<file path="src/rtl/matrix_selector_pkg.sv">
// Shared definitions for the matrix_selector operand feeder.
// Holds the element/matrix types, the step-counter limits and the four
// constant (A, B) matrix pairs that the feeder can stream.
package matrix_selector_pkg;

  localparam int DATA_W = 32;
  localparam int N      = 3;

  // Step counter: steps 0..4 carry data, 5 is the saturating done state.
  localparam logic [2:0] T_DONE = 3'd5;

  typedef logic [DATA_W-1:0] elem_t;

  // Ascending ranges, so assignment patterns read row-major: [row][col].
  typedef elem_t [0:N-1][0:N-1] mat_t;

  typedef enum logic {
    MAT_ID_A = 1'b0,
    MAT_ID_B = 1'b1
  } mat_id_e;

  localparam mat_t MAT_A [0:3] = '{
    '{'{ 1,  2,  3}, '{ 4,  5,  6}, '{ 7,  8,  9}},
    '{'{ 1,  0,  0}, '{ 0,  1,  0}, '{ 0,  0,  1}},
    '{'{ 2,  2,  2}, '{ 2,  2,  2}, '{ 2,  2,  2}},
    '{'{10, 20, 30}, '{40, 50, 60}, '{70, 80, 90}}
  };

  localparam mat_t MAT_B [0:3] = '{
    '{'{ 9,  8,  7}, '{ 6,  5,  4}, '{ 3,  2,  1}},
    '{'{ 1,  2,  3}, '{ 4,  5,  6}, '{ 7,  8,  9}},
    '{'{ 3,  3,  3}, '{ 3,  3,  3}, '{ 3,  3,  3}},
    '{'{ 1,  0,  0}, '{ 0,  1,  0}, '{ 0,  0,  1}}
  };

endpackage

</file>
<file path="src/rtl/matrix_rom.sv">
// Combinational lookup into the constant matrix storage.
// Ports:
//   sel   - matrix-pair index 0..3
//   row   - element row 0..N-1 (out-of-range yields 0)
//   col   - element column 0..N-1 (out-of-range yields 0)
//   which - MAT_ID_A or MAT_ID_B
//   elem  - selected element
module matrix_rom
  import matrix_selector_pkg::*;
(
  input  logic [1:0]        sel,
  input  logic [1:0]        row,
  input  logic [1:0]        col,
  input  mat_id_e           which,
  output logic [DATA_W-1:0] elem
);

  always_comb begin
    elem = '0;
    if ((row < 2'(N)) && (col < 2'(N))) begin
      if (which == MAT_ID_A) elem = MAT_A[sel][row][col];
      else                   elem = MAT_B[sel][row][col];
    end
  end

endmodule

</file>
<file path="src/rtl/matrix_selector.sv">
// Operand feeder for a 3x3 output-stationary systolic array.
// Streams the selected (A, B) pair with diagonal skew: row i of A on the
// west edge (a<i>_out) and column j of B on the north edge (b<j>_out),
// one step per clock over five clocks, then drives zeros until restarted
// by reset or by a change of select.
// Ports:
//   clk    - rising-edge clock
//   reset  - synchronous, active-low reset
//   select - matrix-pair index 0..3
//   a0_out..a2_out - west-edge feeds (rows 0..2 of A), registered
//   b0_out..b2_out - north-edge feeds (columns 0..2 of B), registered
module matrix_selector
  import matrix_selector_pkg::*;
(
  input  logic              clk,
  input  logic              reset,
  input  logic [1:0]        select,
  output logic [DATA_W-1:0] a0_out,
  output logic [DATA_W-1:0] a1_out,
  output logic [DATA_W-1:0] a2_out,
  output logic [DATA_W-1:0] b0_out,
  output logic [DATA_W-1:0] b1_out,
  output logic [DATA_W-1:0] b2_out
);

  logic [2:0]        t;
  logic [1:0]        sel_q;

  logic [2:0]        a_off [N];
  logic [2:0]        b_off [N];
  logic [N-1:0]      a_vld;
  logic [N-1:0]      b_vld;
  logic [DATA_W-1:0] a_elem [N];
  logic [DATA_W-1:0] b_elem [N];
  logic [DATA_W-1:0] a_p1 [N];
  logic [DATA_W-1:0] b_p1 [N];

  // Skew: lane i is delayed by i steps, so it carries element (t - i).
  // When t < i the subtraction wraps, which the t >= i term rejects.
  for (genvar i = 0; i < N; i++) begin : g_lane
    assign a_off[i] = t - 3'(i);
    assign b_off[i] = t - 3'(i);
    assign a_vld[i] = (t >= 3'(i)) && (a_off[i] <= 3'(N - 1));
    assign b_vld[i] = (t >= 3'(i)) && (b_off[i] <= 3'(N - 1));

    matrix_rom u_rom_a (
      .sel   (sel_q),
      .row   (2'(i)),
      .col   (a_off[i][1:0]),
      .which (MAT_ID_A),
      .elem  (a_elem[i])
    );

    matrix_rom u_rom_b (
      .sel   (sel_q),
      .row   (b_off[i][1:0]),
      .col   (2'(i)),
      .which (MAT_ID_B),
      .elem  (b_elem[i])
    );
  end

  // Stage p1: registered edge feeds. Reset beats a select change, which
  // beats normal streaming; a select change costs one zero cycle.
  always_ff @(posedge clk) begin
    if (!reset) begin
      t     <= '0;
      sel_q <= select;
      for (int i = 0; i < N; i++) begin
        a_p1[i] <= '0;
        b_p1[i] <= '0;
      end
    end else if (select != sel_q) begin
      t     <= '0;
      sel_q <= select;
      for (int i = 0; i < N; i++) begin
        a_p1[i] <= '0;
        b_p1[i] <= '0;
      end
    end else if (t < T_DONE) begin
      t <= t + 3'd1;
      for (int i = 0; i < N; i++) begin
        a_p1[i] <= a_vld[i] ? a_elem[i] : '0;
        b_p1[i] <= b_vld[i] ? b_elem[i] : '0;
      end
    end else begin
      for (int i = 0; i < N; i++) begin
        a_p1[i] <= '0;
        b_p1[i] <= '0;
      end
    end
  end

  assign a0_out = a_p1[0];
  assign a1_out = a_p1[1];
  assign a2_out = a_p1[2];
  assign b0_out = b_p1[0];
  assign b1_out = b_p1[1];
  assign b2_out = b_p1[2];

endmodule

</file>
<file path="config.mk">
export PLATFORM = sky130hd
export DESIGN_NAME = matrix_selector
export DESIGN_NICKNAME = d
export VERILOG_FILES = /design/src/rtl/matrix_selector_pkg.sv /design/src/rtl/matrix_rom.sv /design/src/rtl/matrix_selector.sv
export SDC_FILE = /design/constraint.sdc
export NUM_CORES = 1
export LEC_CHECK = 0
export CORE_UTILIZATION = 52
export CTS_CLUSTER_DIAMETER = 100
export CTS_CLUSTER_SIZE = 16
export DETAILED_ROUTE_END_ITERATION = 10
export GPL_TIMING_DRIVEN = 1
export PLACE_DENSITY = 0.92
export SKIP_CTS_REPAIR_TIMING = 1
export SLEW_MARGIN = 20
export SYNTH_ARGS = -nofsm -noshare
export SYNTH_HDL_FRONTEND = slang
export SYNTH_HIERARCHICAL = 1
export SYNTH_SLANG_ARGS = --single-unit
</file>
<file path="constraint.sdc">
create_clock -name clk -period 2.79 [get_ports clk]
set_input_delay 0.4185 -clock clk [delete_from_list [all_inputs] [get_ports clk]]
set_output_delay 0.4185 -clock clk [all_outputs]
set_load 0.05 [all_outputs]
</file>
# Word level (Yosys, flattened, before mapping)
# Memories as Yosys holds them, arrays and structs flattened.
# Cells that the tools add are included.
# totals
regBits	5
ram_bits	192
output_inout_bits	192
mem_count	2
# op_classes
add_sub_neg	3
n_lt_le_gt_ge	14
n_eq_ne	2
n_mux	68
bitwise	23
n_reduce_logical	4
# mem_list
name	words	width	rd	rd_ports_with_merged_regs	wr	line	rtl
a_p1	3	32	3	0	3	matrix_selector.sv:35	logic [DATA_W-1:0] a_p1 [N];
b_p1	3	32	3	0	3	matrix_selector.sv:36	logic [DATA_W-1:0] b_p1 [N];
# ops
op	n
$mux 32	38
$bmux 288 s2	2
$mux 288	4
$bmux 96 s2	3
$bmux 32 s2	3
$mux 96	2
$mux 64	2
$or 1x1->1	18
$ge 3x3->1 const B	4
$mux 1	12
$not 2->3	4
$le 3x2->1 const B	3
$ge 3x1->1 const B	2
$lt 2x2->1 const B	3
$mux 2	2
$add 3x1->3 const B	1
$ge 3x2->1 const B	1
$logic_and 1x1->1	3
$lt 3x3->1 const B	1
$sub 3x1->3 const B	1
$sub 3x2->3 const B	1
$ne 2x1->1 const B	1
$ne 2x2->1	1
$reduce_or 2->1	1
$not 1->1	1

# Depth between registers and ports, before layout
# logic_depth
depth_word	11
ltp_mapped	10
mapped_depth_nobuf	8

# Hierarchy
# Netlist, hierarchy kept.
# modules_own_cells
mod	n_inst	cells_per_inst	area_each_um2	seq_area_each_um2
matrix_selector	1	535	7830.0	5885.6
matrix_rom (g_lane[0].u_rom_b ...)	4	128	888.4	0.0
matrix_rom (g_lane[0].u_rom_a)	1	129	875.8	0.0
matrix_rom (g_lane[2].u_rom_b)	1	113	830.8	0.0

# Worst setup path before layout
# Ideal clock, no wire load.
# synth_path
path_kind	register to register
startpoint	reg sel_q[1]
endpoint	mem a_p1[0][0] (data pin)
setup_ns	0.268
arrival_ns	2.801
t_required_ns	2.522
path_slack_ns	-0.279
path_stages_with_launch	10
n_path_buf	1
cell_sequence	edfxtp_1 > inv_1 > ha_1 > clkbuf_1 > nand2b_1 > a21oi_1 > o221a_2 > o31a_1 > inv_1 > nor3_1
# synth_rtl
item	line	rtl
start, declared	matrix_selector.sv:27	logic [1:0] sel_q;
start signal, assigned	matrix_selector.sv:68	sel_q <= select;
start signal, assigned	matrix_selector.sv:75	sel_q <= select;
end, declared	matrix_selector.sv:35	

==> metrics <==
outcome=completed; clock-pin slew on the worst setup and hold paths=0.08 ns; total cell area at the placement stage=0.0155 mm2; DRC=0; worst-path cell chain=inv_1 > ha_1 > a21oi_2 > and4_2 > and3_2; Die X=161 um; Routed WL=27100 um; buffers added on ports=195; Root Driver=sky130_fd_sc_hd__clkbuf_16; highest attainable clock frequency=417 MHz; synthesized area divided by synthesized cell count=10.2 um2; Setup violations, final=0; number of vias per cell after detailed routing=4.81; Yosys cell types=79; largest net degree at the start of global routing=69; routability-driven placement congestion ratio=0.870; Netlist Area Pre-Place=0.0131 mm2; total met2 wirelength after detailed routing=13300 um; number of antenna violations at the first check in global routing=1; Finished Cell Area=0.0161 mm2; slew of the pin with the lowest slew margin=0.917 ns; most common flop cell mapped by yosys=sky130_fd_sc_hd__edfxtp_1; global-route wire length before repair=43700 um; overall die area=0.0258 mm2; core area=0.0245 mm2; sum of overflow across all layers after global routing=0; DRT antenna net count=0; final worst path period share=0.859; met3 wire len=2260 um; worst setup path category=register to register; power density over the cells=472 mW/mm2; Boundary Pins=196; start point of the worst hold path=select[0]; setup slack on the worst flop-to-flop path=0.39 ns; sequential power share=0.449; total number of H-tree levels=4; VDD IR max=0.402 mV; largest family of logic cells by synthesized area=simple AND/OR/NAND/NOR gates; Hold Crit Endpoint=sel_q[0]$_DFFE_PP_; r2r worst-path depth=5; max incr delay on CP=0.87 ns; vias in the first global route=9148; max-slew violation count=0; CTS tree=done; leading cell type by number of instances after synthesis=sky130_fd_sc_hd__edfxtp_1; final worst path period need=2.40 ns; Clk pwr share=0.334; RR Endpoint=b_p1[0][35]$_SDFFCE_PP0P_; Layout area overhead=23.1%; most area-consuming cells after synthesis=sky130_fd_sc_hd__edfxtp_1 (45%), sky130_fd_sc_hd__buf_4 (8.9%), sky130_fd_sc_hd__ha_1 (5.1%), sky130_fd_sc_hd__and3_1 (3.5%), sky130_fd_sc_hd__and3_2 (3.2%); total iterations of the first detailed-routing run=5; worst flop-to-flop path startpoint=t[1]$_SDFFE_PP0N_; maximum clock path buffer count=2; final-stage net count=1733; Adder-Cell Fraction of Synth Area=0.0507; count of antenna diodes in the layout=0; hold path cells=1; worst-path fanout max=61; global router's overall resource usage=0.209; number of flops mapped to enable cells by yosys=194; synthesized-area fraction occupied by ao, oa, aoi and oai cells=0.143; leakage dissipation=6.83 nW; ratio of cells with drive above 1 in the final layout=0.0941; die height=161 um; first element of the critical path=t[1]$_SDFFE_PP0N_; Switching Power=2.48 mW; routed length on met1=11200 um; Yosys warnings=6; share of the synthesized area in the top cell type=0.445; Core Rows=57; post-synthesis sequential area ratio=0.450; final count of hold timing violations=0; standard cell with the maximum stage delay on the critical path=sky130_fd_sc_hd__and4_2; share of synthesized cell area in and, or, nand and nor gates=0.188; required time at the worst-slack endpoint=3.09 ns; commonest cells in the synthesized netlist=sky130_fd_sc_hd__edfxtp_1 (194), sky130_fd_sc_hd__buf_4 (156), sky130_fd_sc_hd__inv_1 (108); Hold WS=0.601 ns; detailed placement HPWL=19000 um; sw frac=0.326; total clock buffers created by CTS=17; count of clock tree sinks=197; power share of the combinational group=0.218; Internal=5.12 mW; setup skew after layout=0.0145 ns; unrepaired setup endpoints after global routing=false; nature of the critical path endpoint=register; insertion delay to the later sink of the worst-skew pair=0.44 ns; area share of xor/xnor cells in the synthesized design=0.00335; Critical Path Start Type=register; Vias=9677; register bit count reported by yosys=197; max cap viols=0; FFs w/ async S/R, synth=0; Starting Density=0.534; Slew headroom=0.389; detail-routed net length per standard cell=13.5 um; data arrival time of the critical path=2.70 ns; multiplexer share of the synthesized area=0; gate count of the mapped netlist=1289; HP Class=input pin to register; Yosys top cell by area=sky130_fd_sc_hd__edfxtp_1; highest routing layer actually used=met4; number of DRC violations after detailed-routing iteration 0=888
==> layout make-up <==
cell class                      instances  area [um2]
Fill cell                            1850        8410
Clock inverter                         15         175
Timing Repair Buffer                  215        2150
Tap cell                              324         405
Sequential cell                       197        5890
Inverter                              113         424
Multi-Input combinational cell       1132        6660
Clock buffer                           17         425
==> state kept, by name, indices dropped and copies added (netlist names) <==
name	cells
a_p1	96
b_p1	96
t	3
sel_q	2
==> metrics by stage <==
step           power [mW]  setup TNS [ns]  setup slack (ns)  instances   util
3_3_place_gp         5.03               0             0.442       1980  0.631
5_1_grt              7.88               0             0.234       2013  0.657
2_1_floorplan        4.87          -0.708            -0.125       1682      -
3_5_place_dp         5.05               0             0.357       1980  0.631
4_1_cts              7.57               0             0.361       2012  0.656
6_report             7.60               0             0.393       2013  0.657
==> metal layers <==
| metal | global-route usage | vias to the layer above |
|---|---|---|
| met1 | 0.251 | 4490 |
| met4 | 0.0494 | 0 |
| li1 | - | 4832 |
| met5 | 0 | - |
| met3 | 0.0622 | 33 |
| met2 | 0.366 | 322 |
==> power groups by stage <==
stage	clock, mW	sequential, mW	combinational (mW)
detailed placement	0	3.48	1.57
floorplan	0	3.93	0.939
global placement	0	3.47	1.56
finish	2.54	3.41	1.65
CTS	2.57	3.42	1.58
global route	2.67	3.42	1.79
==> worst max-delay path, delay by kind of cell (launching register included) <==
family	cells	cell delay, ns
AO/OA/AOI/OAI	1	0.21
adder cells (fa/ha/maj)	1	0.28
buffers and inverters	1	0.17
flip-flops	1	0.41
AND/OR/NAND/NOR	2	1.16
==> cell families after synthesis <==
group	after synthesis
fa+ha+maj	53
other cells	8
xor+xnor	5
simple gates	422
buf+inv	353
flops	197
compound gates	251
==> cell usage in the layout, fill, tap and decap left out, types with 9 or more instances in the layout <==
master	synthesis	layout
sky130_fd_sc_hd__a211oi_1	14	14
sky130_fd_sc_hd__a211oi_2	9	9
sky130_fd_sc_hd__a21oi_1	50	50
sky130_fd_sc_hd__a31oi_1	10	10
sky130_fd_sc_hd__and3_1	73	73
sky130_fd_sc_hd__and3_2	56	56
sky130_fd_sc_hd__buf_4	156	17
sky130_fd_sc_hd__clkbuf_16	0	17
sky130_fd_sc_hd__clkdlybuf4s50_1	0	195
sky130_fd_sc_hd__conb_1	8	401
sky130_fd_sc_hd__edfxtp_1	194	194
sky130_fd_sc_hd__ha_1	53	46
sky130_fd_sc_hd__inv_1	108	108
sky130_fd_sc_hd__nand2_1	34	34
sky130_fd_sc_hd__nand2b_1	20	20
sky130_fd_sc_hd__nand3_1	13	12
sky130_fd_sc_hd__nand3b_1	9	9
sky130_fd_sc_hd__nor2_1	56	54
sky130_fd_sc_hd__nor2b_1	47	46
sky130_fd_sc_hd__nor3_1	77	77
sky130_fd_sc_hd__o211ai_1	26	26
sky130_fd_sc_hd__o21ai_0	31	30
sky130_fd_sc_hd__o21ai_1	16	17
==> worst max-delay path by stage <==
stage / end / slack [ns] / cells past startpoint
2_1_floorplan: b_p1[0][35]$_SDFFCE_PP0P_ / -0.13 / 6
3_3_place_gp: a_p1[0][33]$_SDFFCE_PP0P_ / 0.44 / 4
3_5_place_dp: a_p1[0][67]$_SDFFCE_PP0P_ / 0.36 / 4
4_1_cts: a_p1[0][67]$_SDFFCE_PP0P_ / 0.36 / 5
5_1_grt: a_p1[0][64]$_SDFFCE_PP0P_ / 0.23 / 5
6_report: b_p1[0][35]$_SDFFCE_PP0P_ / 0.39 / 5
No activity file was read; power rests on OpenSTA's default activity.
==> edit 1 (same flow settings) <==
`DATA_W`: 32 -> 40.
--- a/src/rtl/matrix_selector_pkg.sv
+++ b/src/rtl/matrix_selector_pkg.sv
@@ -4,5 +4,5 @@
 package matrix_selector_pkg;
 
-  localparam int DATA_W = 32;
+  localparam int DATA_W = 40;
   localparam int N      = 3;
 
Interface: changed (6 resized); port bits go from 196 to 244. No check against the original RTL was run, so the function may have changed too.
==> edit 1 against the unedited design <==
  * Area after synthesis increased by 17%
  * Design area rose by 16%
  * Utilization shrank 1.1 points
  * Sequential cell count rose by 48
  * Wire length grew 14%
  * Cell count is 15% higher
  * Largest power group unchanged
  * Largest cell class is now registers
  * Setup slack gained 0.096 ns
  * Fmax grew 4.2%
  * Power grew 13%
  * Hold slack worse by 0.0067 ns
==> edit 1: results (changes against the unedited design) <==
| Metric | Value |
|---|---|
| Reg2reg path depth | `6 (was 5)` |
| Cts bufs inserted | `19 (was 17)` |
| Ys Warns | `6 (unchanged)` |
| Status | `completed (unchanged)` |
| PortBufs | `243 (was 195)` |
| Async set-reset flop share out of synthesis | `0 (unchanged)` |
| Crit path arrival time | `2.67 ns (was 2.70 ns)` |
| Crit path max fanout | `62 (was 61)` |
| Biggest regs | `a_p1 x120, b_p1 x120, t x3 (was a_p1 x96, b_p1 x96, t x3)` |
| DP HPWL | `21.7 mm (was 19.0 mm)` |
| Synth Area in Adders | `0.0433 (was 0.0507)` |
| DR top layer | `met4 (unchanged)` |
| Xor and xnor area share after synthesis | `0.00286 (was 0.00335)` |
| Post-synth EDFFs | `242 (was 194)` |
| Layout Skew | `0.0140 ns (was 0.0145 ns)` |
| Internal reg-to-reg setup slack | `0.49 ns (was 0.39 ns)` |
| # diodes | `0 (unchanged)` |
| Layout cells sized above 1 | `0.0626 (was 0.0941)` |
| Routed length on met2 | `15.6 mm (was 13.3 mm)` |
| Clk root buf | `clkbuf_16 (unchanged)` |
| Ys flop type | `edfxtp_1 (unchanged)` |
| Router iterations before antenna repair | `9 (was 5)` |
| Max H-tree Level | `1 (was 4)` |
| Fill cells | `2224 (was 1850)` |
| Compound-Gate Fraction of Synth Area | `0.122 (was 0.143)` |
| Synth area leaders | `edfxtp_1 47%, buf_4 9.9%, and3_1 5.3%, ha_1 4.3%, nor3_1 3.0% (was edfxtp_1 45%, buf_4 8.9%, ha_1 5.1%, and3_1 3.5%, and3_2 3.2%)` |
| Hold crit path type | `input port to flip-flop (unchanged)` |
| Cell variety after synth | `79 (unchanged)` |
| Initial antenna violation count | `0 (was 1)` |
| Routability Congestion | `0.868 (was 0.870)` |
| Vias in the first global route | `10501 (was 9148)` |
| Worst VDD drop | `0.000386 V (was 0.000402 V)` |
| Post-DP Area | `18100 µm² (was 15500 µm²)` |
| Overall routing resource usage | `0.202 (was 0.209)` |
| Top cells by count, synth | `242 x edfxtp_1, 203 x buf_4, 131 x and3_1, 124 x inv_1, 93 x nor3_1 (was 194 x edfxtp_1, 156 x buf_4, 108 x inv_1, 77 x nor3_1, 73 x and3_1)` |
| Max transition margin | `0.518 (was 0.389)` |
| Critical Path End | `b_p1[0][41] (was b_p1[0][35])` |
| Max clock buf depth | `3 (was 2)` |
| Clock transition at path regs | `0.07 ns` |
| Largest net degree at the start of global routing | `100 (was 69)` |
| Routed vias/inst | `4.69 (was 4.81)` |
| Nets | `1990 (was 1733)` |
| First-pass GRT wire length | `50.2 mm (was 43.7 mm)` |
| Clk_lat worst skew | `0.51 ns (was 0.44 ns)` |
| Final WL | `30.8 mm (was 27.1 mm)` |
| Wire length on met1 | `12.3 mm (was 11.2 mm)` |
| Met3 wire length | `2.26 mm (about the same)` |
| Critical path origin | `t[1] (unchanged)` |
| Post-synthesis sequential area ratio | `0.478 (was 0.450)` |
| Initial detailed-routing violation count | `903 (was 888)` |
| Leak | `7.97 nW (was 6.83 nW)` |
| Sw Pwr | `2.55 mW (was 2.48 mW)` |
| Multiplexer area fraction after synthesis | `0 (unchanged)` |
==> edit 1: per-layer routing <==
layer | track usage | vias up
li1 | - | 5426
met1 | 0.239 | 5040
met3 | 0.0465 | 52
met2 | 0.366 | 355
met4 | 0.0537 | 0
met5 | 0 | -
==> edit 1: stage by stage <==
stage          worst slack [ns]  hold WS [ns]  cells  power (mW)  utilization
2_1_floorplan            -0.121         0.517   1950        5.93            -
3_3_place_gp              0.601         0.719   2295        6.08        0.629
3_5_place_dp              0.527         0.778   2295        6.11        0.629
4_1_cts                   0.522         0.558   2317        8.54        0.646
5_1_grt                   0.326         0.579   2318        8.89        0.646
6_report                  0.489         0.594   2318        8.56        0.646
==> edit 1: worst min-delay path by stage <==
stage	startpoint	slack (ns)	end	cells past startpoint
after floorplan	select[0]	0.52	sel_q[0]	0
after global placement	t[2]	0.72	t[2]	3
after detailed placement	t[2]	0.78	t[2]	3
after CTS	select[1]	0.56	sel_q[1]	1
after global routing	select[0]	0.58	sel_q[0]	1
final	select[0]	0.59	sel_q[0]	1
==> edit 1: area by class of cell <==
class / count / area share
clock buffers: 20 / 0.0257
clock inverters: 2 / 0.00107
inverters: 129 / 0.0260
multi-input cells: 1276 / 0.389
flip-flops and latches: 245 / 0.393
well taps: 384 / 0.0258
repair buffers: 262 / 0.139
==> edit 1: critical path, stage by stage, from the launching register on <==
cell and delay, ns:
dfxtp_1 0.38, inv_1 0.10, buf_4 0.23, ha_1 0.28
a21oi_2 0.23, and4_4 0.65, and3_2 0.26
==> edit 1: logic make-up after synthesis <==
family | after synthesis
compound gates | 251
xor+xnor | 5
fa+ha+maj | 53
buf+inv | 429
flops | 245
other cells | 8
simple gates | 470
==> edit 1: power groups by stage <==
stage	combinational, mW	clock, mW	sequential, mW
floorplan	1.05	0	4.88
global placement	1.76	0	4.32
detailed placement	1.78	0	4.33
CTS	1.79	2.51	4.25
global route	2.01	2.62	4.26
finish	1.86	2.45	4.24
==> edit 2 (config.mk and constraints unchanged) <==
Made on the original files. Put a register stage on the output `b2_out`, without a reset. The value now appears one clock later. The other outputs are not delayed to match. Comments in the files are not updated.
--- a/src/rtl/matrix_selector.sv
+++ b/src/rtl/matrix_selector.sv
@@ -97,5 +97,7 @@
   assign b0_out = b_p1[0];
   assign b1_out = b_p1[1];
-  assign b2_out = b_p1[2];
+  always_ff @(posedge clk) begin
+    b2_out <= b_p1[2];
+  end
 
 endmodule
Check against the original RTL: not settled (the Yosys comparison gave no result); the edit may change what the design does.
==> edit 2 against the unedited design <==
  * Sequential share of layout area is 1.4 points higher
  * Power is 6.0% higher
  * Non-clock buffer count is 6 higher
  * Sequential cell count is 32 higher
  * Hold slack worse by 0.26 ns
  * Cell count is 8.9% higher
  * Wire length is 11% higher
  * Area after synthesis is 9.0% higher
  * Setup slack better by 0.050 ns
  * Design area is 6.8% higher
  * Via count is 11% higher
  * Critical path type unchanged
  * Critical endpoint is now a_p1[0][33]
  * Highest routed layer unchanged
==> edit 2: results (changes against the unedited design) <==
| Metric | Value |
|---|---|
| Initial detailed-routing violation count | `957 (was 888)` |
| Wire length on met1 | `12.0 mm (was 11.2 mm)` |
| First-pass GRT wire length | `49.7 mm (was 43.7 mm)` |
| Nets | `1896 (was 1733)` |
| Worst VDD drop | `0.000445 V (was 0.000402 V)` |
| Seq_cells | `229 (was 197)` |
| Cts bufs inserted | `18 (was 17)` |
| Reg-to-Reg End | `a_p1[0][33] (was b_p1[0][35])` |
| Worst setup slack after layout | `0.443 ns (was 0.393 ns)` |
| Final Non-Filler Cells | `2192 (was 2013)` |
| CLK BUF | `29 (was 17)` |
| GRT met3 Usage | `0.0251 (was 0.0622)` |
| Die Area | `28100 µm² (was 25800 µm²)` |
| Synth area leaders | `edfxtp_1 41%, buf_4 8.2%, dfxtp_1 4.9%, ha_1 4.6%, nor3_1 4.1% (was edfxtp_1 45%, buf_4 8.9%, ha_1 5.1%, and3_1 3.5%, and3_2 3.2%)` |
| CP max stage delay | `0.49 ns (was 0.87 ns)` |
| Reg2reg path depth | `9 (was 5)` |
| Clock network area share | `0.0303 (was 0.0373)` |
| Max H-tree Level | `1 (was 4)` |
| DP HPWL | `21.0 mm (was 19.0 mm)` |
| Critical-path top delay cell | `inv_1 (was and4_2)` |
| Comb group | `1.77 mW (was 1.65 mW)` |
| Crit path max fanout | `21 (was 61)` |
| Overall routing resource usage | `0.214 (was 0.209)` |
| Cell count of the worst hold path | `0 (was 1)` |
| Fraction of area in multi-input gates | `0.416 (was 0.413)` |
| Multiplexer area fraction after synthesis | `0.000702 (was 0)` |
| Layout cells sized above 1 | `0.0583 (was 0.0941)` |
| Multi-input gates | `1256 (was 1132)` |
| Max clock buf depth | `3 (was 2)` |
| Post-synthesis sequential area ratio | `0.458 (was 0.450)` |
| Layout Skew | `0.0117 ns (was 0.0145 ns)` |
| Largest net degree at the start of global routing | `68 (was 69)` |
| Status | `completed (unchanged)` |
| Routability Congestion | `0.896 (was 0.870)` |
| Post-Syn Area per Cell | `9.77 µm² (was 10.2 µm²)` |
| Synth Area in Adders | `0.0465 (was 0.0507)` |
| Int Pwr | `5.63 mW (was 5.12 mW)` |
| Crit path arrival time | `2.67 ns (was 2.70 ns)` |
| Met3 wire length | `1.42 mm (was 2.26 mm)` |
| Compound-Gate Fraction of Synth Area | `0.130 (was 0.143)` |
| Routed length on met2 | `16.1 mm (was 13.3 mm)` |
| Data buffer area share | `0.125 (was 0.133)` |
| Final WL | `30.2 mm (was 27.1 mm)` |
## edit 2: cell types whose count changed in the layout (fill, tap and decap cells not counted), sizes merged, moves of 6 or more
cell	change
and3	-128
buf	+6
clkbuf	+12
dfxtp	+32
inv	-7
nand2	+62
nand3b	+64
nor2	+65
nor3	+41
nor4	+23
## edit 2: critical path, delay by kind of cell, from the launching register on
| family | cells | cell delay (ns) |
|---|---|---|
| buffers and inverters | 2 | 0.55 |
| adders and majority gates | 1 | 0.35 |
| AOI/OAI and AO/OA | 2 | 0.52 |
| DFF | 1 | 0.34 |
| and+or+nand+nor | 4 | 0.41 |
## edit 2: worst min-delay path by stage
stage / from / to / slack [ns]
detailed placement: b_p1[2][5] / b2_out[5] / 0.33
global placement: b_p1[2][21] / b2_out[21] / 0.32
floorplan: b_p1[2][0] / b2_out[0] / 0.32
finish: b_p1[2][23] / b2_out[23] / 0.34
global route: b_p1[2][28] / b2_out[28] / 0.35
CTS: b_p1[2][0] / b2_out[0] / 0.34
